`src/rtl/bin2bcd_pkg.sv`:
```
// Shared constants, FSM state type and the leading-zero helper for the binary-to-BCD converter.
package bin2bcd_pkg;

    localparam int DIGIT_W = 4;
    localparam int NUM_DIGITS = 6;
    localparam int unsigned MAX_VAL = 10**NUM_DIGITS - 1;
    localparam logic [DIGIT_W-1:0] BLANK_CODE = 4'hF;

    typedef enum logic [1:0] {
        IDLE,
        SHIFT,
        DONE
    } state_t;

    // Units digit is always shown, so bit 0 is forced clear after the scan.
    function automatic logic [NUM_DIGITS-1:0] calc_blank(input logic [DIGIT_W*NUM_DIGITS-1:0] d);
        logic seen;
        seen = 1'b0;
        calc_blank = '0;
        for (int i = NUM_DIGITS - 1; i >= 0; i--) begin
            seen = seen | (d[i*DIGIT_W +: DIGIT_W] != '0);
            calc_blank[i] = ~seen;
        end
        calc_blank[0] = 1'b0;
    endfunction

endpackage

```
`src/rtl/bcd_add3.sv`:
```
// Purpose: one shift-and-add-3 correction cell; a digit >= 5 gets +3 before the shift.
// Latency: combinational.
// Backpressure: none.
module bcd_add3 (
    input  logic [3:0] d,
    output logic [3:0] q
);

    assign q = (d >= 4'd5) ? d + 4'd3 : d;

endmodule

```
`src/rtl/bin2bcd_seq.sv`:
```
// Purpose: sequential binary to six-digit BCD with leading-zero blank mask and overflow flag.
// Latency: done pulses BIN_W+1 edges after the start edge; back-to-back period BIN_W+2.
// Backpressure: start is taken only in IDLE; starts while busy are dropped, not queued.
module bin2bcd_seq
    import bin2bcd_pkg::*;
#(
    parameter int BIN_W = 20
) (
    input  logic                          clk,
    input  logic                          rst,
    input  logic                          start,
    input  logic [BIN_W-1:0]              bin_in,
    output logic                          busy,
    output logic                          done,
    output logic [DIGIT_W*NUM_DIGITS-1:0] bcd_out,
    output logic [NUM_DIGITS-1:0]         blank,
    output logic                          ovf
);

    localparam int CNT_W = $clog2(BIN_W + 1);
    localparam int SCR_W = DIGIT_W * NUM_DIGITS;
    localparam logic [NUM_DIGITS-1:0] BLANK_RST = {{(NUM_DIGITS-1){1'b1}}, 1'b0};

    state_t           state;
    logic [SCR_W-1:0] scratch;
    logic [SCR_W-1:0] adj;
    logic [SCR_W-1:0] result;
    logic [BIN_W-1:0] sreg;
    logic [CNT_W-1:0] cnt;
    logic             ovf_next;

    for (genvar g = 0; g < NUM_DIGITS; g++) begin : g_add3
        bcd_add3 u_add3 (
            .d(scratch[g*DIGIT_W +: DIGIT_W]),
            .q(adj[g*DIGIT_W +: DIGIT_W])
        );
    end

    // Out-of-range inputs saturate the display to all nines.
    assign result = ovf_next ? {NUM_DIGITS{4'h9}} : scratch;

    always_ff @(posedge clk) begin
        if (rst) begin
            state    <= IDLE;
            busy     <= 1'b0;
            done     <= 1'b0;
            bcd_out  <= '0;
            blank    <= BLANK_RST;
            ovf      <= 1'b0;
            scratch  <= '0;
            sreg     <= '0;
            cnt      <= '0;
            ovf_next <= 1'b0;
        end else begin
            done <= 1'b0;
            case (state)
                IDLE: begin
                    if (start) begin
                        sreg     <= bin_in;
                        scratch  <= '0;
                        cnt      <= CNT_W'(BIN_W);
                        ovf_next <= (32'(bin_in) > MAX_VAL);
                        busy     <= 1'b1;
                        state    <= SHIFT;
                    end
                end
                SHIFT: begin
                    // Top scratch bit falls off the end; overflow comes from ovf_next only.
                    scratch <= SCR_W'({adj, sreg[BIN_W-1]});
                    sreg    <= {sreg[BIN_W-2:0], 1'b0};
                    cnt     <= cnt - CNT_W'(1);
                    if (cnt == CNT_W'(1)) begin
                        state <= DONE;
                    end
                end
                DONE: begin
                    done    <= 1'b1;
                    bcd_out <= result;
                    blank   <= calc_blank(result);
                    ovf     <= ovf_next;
                    busy    <= 1'b0;
                    state   <= IDLE;
                end
                default: state <= IDLE;
            endcase
        end
    end

endmodule

```
`config.mk`:
```
export PLATFORM = sky130hd
export DESIGN_NAME = bin2bcd_seq
export DESIGN_NICKNAME = d
export VERILOG_FILES = /design/src/rtl/bin2bcd_pkg.sv /design/src/rtl/bcd_add3.sv /design/src/rtl/bin2bcd_seq.sv
export SDC_FILE = /design/constraint.sdc
export NUM_CORES = 1
export LEC_CHECK = 0
export BUFFER_PORTS_ARGS = -buffer_cell sky130_fd_sc_hd__buf_2
export CAP_MARGIN = 20
export CORE_MARGIN = 1.5
export CORE_UTILIZATION = 55
export CTS_CLUSTER_SIZE = 25
export DETAILED_ROUTE_END_ITERATION = 10
export GPL_ROUTABILITY_DRIVEN = 0
export HOLD_SLACK_MARGIN = 0.12
export PLACE_DENSITY = 0.75
export SYNTH_ARGS = -nofsm -noshare
export SYNTH_HDL_FRONTEND = slang
export SYNTH_SLANG_ARGS = --single-unit
```
`constraint.sdc`:
```
create_clock -name clk -period 2 [get_ports clk]
set_input_delay 0.6 -clock clk [delete_from_list [all_inputs] [get_ports clk]]
set_output_delay 0.6 -clock clk [all_outputs]
set_load 0.01 [all_outputs]
```
### After elaboration in Yosys (flattened, before gate mapping)

Cells that the tools add are included.

| word-level totals | value |
|---|---|
| logic and storage cells | 69 |
| output and inout bits | 33 |
| register bits after elaboration | 84 |
| input bits | 23 |

| operators by class | value |
|---|---|
| add/subtract/negate cells | 7 |
| reductions and logical operators | 12 |
| bitwise operators | 9 |
| equal/unequal tests | 5 |
| magnitude comparators | 7 |
| multiplexer cells | 19 |

Operators with widths:

| operator | count |
|---|---|
| $mux W24 | 2 |
| $pmux W24 S2 | 1 |
| $pmux W20 S2 | 1 |
| $ge A4 B3 Y1 const B | 6 |
| $add A4 B2 Y4 const B | 5 |
| $gt A20 B20 Y1 const B | 1 |
| $mux W20 | 1 |
| $mux W4 | 5 |
| $reduce_bool A4 Y1 | 5 |
| $pmux W5 S2 | 1 |
| $reduce_and A2 Y1 | 4 |
| $eq A5 B1 Y1 const B | 1 |
| $mux W5 | 1 |
| $not A1 Y1 | 5 |
| $sub A5 B1 Y5 const B | 1 |
| $mux W2 | 2 |
| $ne A2 B2 Y1 const B | 2 |
| $or A1 B1 Y1 | 4 |
| $pmux W2 S2 | 1 |
| $reduce_bool A2 Y1 | 2 |
| $add A3 B2 Y3 const B | 1 |
| $mux W3 | 1 |
| $eq A2 B1 Y1 const B | 1 |
| $eq A2 B2 Y1 const B | 1 |
| 3 further kinds | 4 |

### Depth between registers and ports, before layout

| logic depth | value |
|---|---|
| word-level depth | 7 |
| mapped depth | 7 |
| mapped depth without buffers | 6 |

### By module

Synthesis repeated with hierarchy kept, for this count alone.

| second synthesis, totals | value |
|---|---|
| cells, all modules | 439 |
| area, all modules | 3754.9 um^2 |

By module, submodules not included:

| module | area each (um^2) | seq. area each (um^2) | times used | cells an instance |
|---|---|---|---|---|
| bin2bcd_seq | 3146.8 | 1681.6 | 1 | 343 |
| bcd_add3 | 101.3 | 0.0 | 6 | 16 |

### Worst setup path before layout

OpenSTA, ideal clock, no wires.

| timing path | value |
|---|---|
| kind | in2reg |
| start | input port start |
| end | register ovf_next |
| data required time | 1.931 ns |
| buffers on the path | 1 |
| cell stages on the path | 4 |
| data arrival time | 1.675 ns |
| library setup time | 0.069 ns |
| slack | 0.256 ns |
| cells stage by stage | or3b_1 -> clkbuf_1 -> or4_1 -> o21ai_1 |

| between the ends | value |
|---|---|
| cells in the longest elaborated chain, start to end | 1 |

RTL lines:

| element | RTL line | source |
|---|---|---|
| start, declared | bin2bcd_seq.sv:11 | `input logic start,` |
| $reduce_and A2 Y1 (no line) | n/a |  |
| end signal, assigned | bin2bcd_seq.sv:62 | `ovf_next <= (32'(bin_in) > MAX_VAL);` |
| end, declared | bin2bcd_seq.sv:30 | `logic ovf_next;` |

No other way between the ends.
A chain may end at the register's enable or synchronous reset.

### Worst setup path in the final report

| timing path | value |
|---|---|
| start | register scratch[12] |
| end | register blank[1] |

| between the ends | value |
|---|---|
| cells in the longest elaborated chain, start to end | 6 |

RTL lines:

| element | RTL line | source |
|---|---|---|
| start, declared | bin2bcd_seq.sv:25 | `logic [SCR_W-1:0] scratch;` |
| start signal, assigned | bin2bcd_seq.sv:69 | `scratch <= SCR_W'({adj, sreg[BIN_W-1]});` |
| $mux W24 | bin2bcd_seq.sv:40 | `assign result = ovf_next ? {NUM_DIGITS{4'h9}} : scratch;` |
| $reduce_bool A4 Y1 | bin2bcd_pkg.sv:21 | `seen = seen \| (d[i*DIGIT_W +: DIGIT_W] != '0);` |
| $or A1 B1 Y1 (3 in a row) | bin2bcd_pkg.sv:21 |  |
| $not A1 Y1 | bin2bcd_pkg.sv:22 | `calc_blank[i] = ~seen;` |
| end signal, assigned | bin2bcd_seq.sv:79 | `blank <= calc_blank(result);` |
| end, declared | bin2bcd_seq.sv:16 | `output logic [NUM_DIGITS-1:0] blank,` |

No other way between the ends.

==> results.cfg <==
[placed_design]
portBuffers = 54
dp_cells = 601
detailed_place.area_mm2 = 0.00423
hpwl_um = 5930

[detailed_routing]
wl_per_cell_um = 14.2
vias = 3441
drt_iter0_markers = 199
drcViolationCount = 0
drtPass1Iterations = 5
viasPerCell = 5.58
wirelength_um = 8740
ant_nets = 0

[clock_network]
cts_root_buffer = clkbuf_8
post_cts_buffers = 0
cts_buffer_depth = 2
clk_latency_ps = 360
clkTransAtPathRegs_ps = 90
h-tree-depth = 3
cts_buffers = 9
cts-resized-gates = 0
cts_hold_buf = 0
cts_tree = yes
clock-sinks = 84

[worst_setup_path]
cp.arrival_ps = 2090
r2r-end = blank[1]$_SDFFE_PP1P_
worstPathMaxFanout = 5
crit_chain = or2_0, or3_1, or4_4, o41ai_2
crit_family = simple AND/OR/NAND/NOR gates
r2r_start = scratch[12]$_SDFFE_PP0P_
path_buf_inv = 0
r2r_cells = 4
slowest_delay_ps = 510
cp-end-kind = flop
worst_ep_required_time_ps = 2270
critical_path_class = flop to flop
rrSetupSlack_ps = 190
startpoint_type = flop
slowest_stage = or4_4

[hold_path]
hp-start = bcd_out[2]$_SDFFE_PP0P_
worstHoldPathType = flop to flop
holdPathStages = 2
min_to = bcd_out[2]$_SDFFE_PP0P_

[timing]
slew_violations = 0
post-route-period-util_pct = 90.7
relSlewSlack_pct = 27.4
fmax_mhz = 551
final.setup.tns_ps = 0
fin_worst_hold_slack_ps = 451
period_minus_slack_ps = 1810
finalSetupViolCount = 0
clock_skew_ps = 8.14
grt_setup_unrepaired = no
timing.final.hold_violations = 0
tightestPinTransition_ps = 1090

[logic_synthesis]
synth-seq-cells = 84
synth_common_cells = dfxtp_1 (84), nor2_1 (79), nor3_1 (39)
ys.flop_type = dfxtp_1
ys_types = 41
synthTopCellsByArea = dfxtp_1 (44%), nor2_1 (7.7%), nor3_1 (5.1%)
async_flop_share_pct = 0
synth_top_area_share_pct = 43.6
yosysMostFrequentCell = dfxtp_1
ys_seq_area_share_pct = 43.6
synth.net_count = 509
synth-edff-count = 0
synth_warnings = 0
synth_top_area_cell = dfxtp_1
avgSynthCellArea_um2 = 8.18
netlist_area_mm2 = 0.00386
syn-instance-count = 472

[final_layout]
area_growth_pct = 14.2
fill_cells = 593
layoutNonFillerInstCount = 617
fin_area_mm2 = 0.00441
diodes = 0
drive_gt1_share_pct = 17.5
final_nets = 553

[outcome]
outcome = completed

[floorplanning]
die_area_mm2 = 0.00753
rows = 30
fp.dieH_um = 86.8
io_pins = 56
die_width_um = 86.8
core_area_mm2 = 0.00679
start_util_pct = 56.8

[run]
cap_violations = 0

[power]
powerDensity_mw_per_mm2 = 735
leakage_nw = 1.87
irDropWorstVdd_mv = 0.398

[global_routing]
grt_max_degree = 39
grt.total_usage_pct = 24.8
grt_pass1_wl_um = 14800
grt_pass1_vias = 3159
grt.overflow.total = 0
antenna_found_initial = 0
==> layout by cell type (no fill, tap or decap), types with 15 or more instances in the layout <==
cell type,n
o21ai_0,18
nand2_1,32
a21oi_1,36
a2bb2oi_1,19
nor3_1,39
buf_2,54
nor2_1,79
dfxtp_1,84
buf_4,17
inv_1,15
==> state kept, by name, summed over array words and instances, names as in the netlist, 2 cells and up <==
name     cells
bcd_out     24
blank        5
cnt          5
scratch     24
sreg        20
state        2
==> per-stage QoR <==
stage                     setup slack, ps  power, W  util [%]
final                                 186   0.00324      64.8
after global routing                  121   0.00340      64.8
after CTS                             187   0.00326      64.8
after detailed placement              131   0.00218      62.2
after global placement                133   0.00217      62.2
after floorplan                       256   0.00207         -
==> tightest hold or removal path: cells and delay by family, from the launching register on <==
| family | cells | cell delay [ps] |
|---|---|---|
| AND/OR/NAND/NOR | 1 | 50 |
| AO/OA/AOI/OAI | 1 | 50 |
| flip-flops | 1 | 310 |
==> logic make-up (layout without fill, tap and decap cells) <==
group / count (synthesis) / after routing / share of synthesized area (%)
muxes: 3 / 3 / 0.811
xor gates and xnor gates: 12 / 12 / 2.72
and+or+nand+nor: 199 / 199 / 24.1
DFF: 84 / 84 / 43.6
adders and majority gates: 14 / 14 / 4.54
AOI/OAI and AO/OA: 106 / 106 / 18.9
buffers and inverters: 53 / 102 / 5.32
other: 1 / 1 / 0.0972
==> metal layers <==
layer	up-vias	share of wire, %	track usage, %
li1	1717	-	-
met1	1611	46	32.6
met2	103	48	40.5
met3	10	5.1	3.62
met4	0	1.2	11.1
met5	-	0	0
==> cell type report <==
cell class	count	area [um^2]	area share, %
Clock buffer	10	138	3.12
Tap cell	96	120	2.73
Multi-Input combinational cell	335	1970	44.8
Timing Repair Buffer	71	398	9.03
Sequential cell	84	1680	38.2
Clock inverter	6	40.0	0.909
Inverter	15	56.3	1.28
==> worst max path at each step <==
| stage | end | slack [ps] | startpoint | cells past startpoint |
|---|---|---|---|---|
| 6_report | blank[1]$_SDFFE_PP1P_ | 190 | scratch[12]$_SDFFE_PP0P_ | 4 |
| 5_1_grt | blank[1]$_SDFFE_PP1P_ | 120 | scratch[16]$_SDFFE_PP0P_ | 4 |
| 4_1_cts | blank[1]$_SDFFE_PP1P_ | 190 | scratch[12]$_SDFFE_PP0P_ | 4 |
| 3_5_place_dp | scratch[14]$_SDFFE_PP0P_ | 130 | rst | 3 |
| 3_3_place_gp | scratch[14]$_SDFFE_PP0P_ | 130 | rst | 3 |
| 2_1_floorplan | ovf_next$_SDFFE_PP0P_ | 260 | start | 4 |
==> power by group <==
part | switching, W | internal [W]
registers | 0.0000400 | 0.00173
logic | 0.000204 | 0.000160
clock network | 0.000622 | 0.000479
total | 0.000866 | 0.00237
No activity file was read; power rests on OpenSTA's default activity.
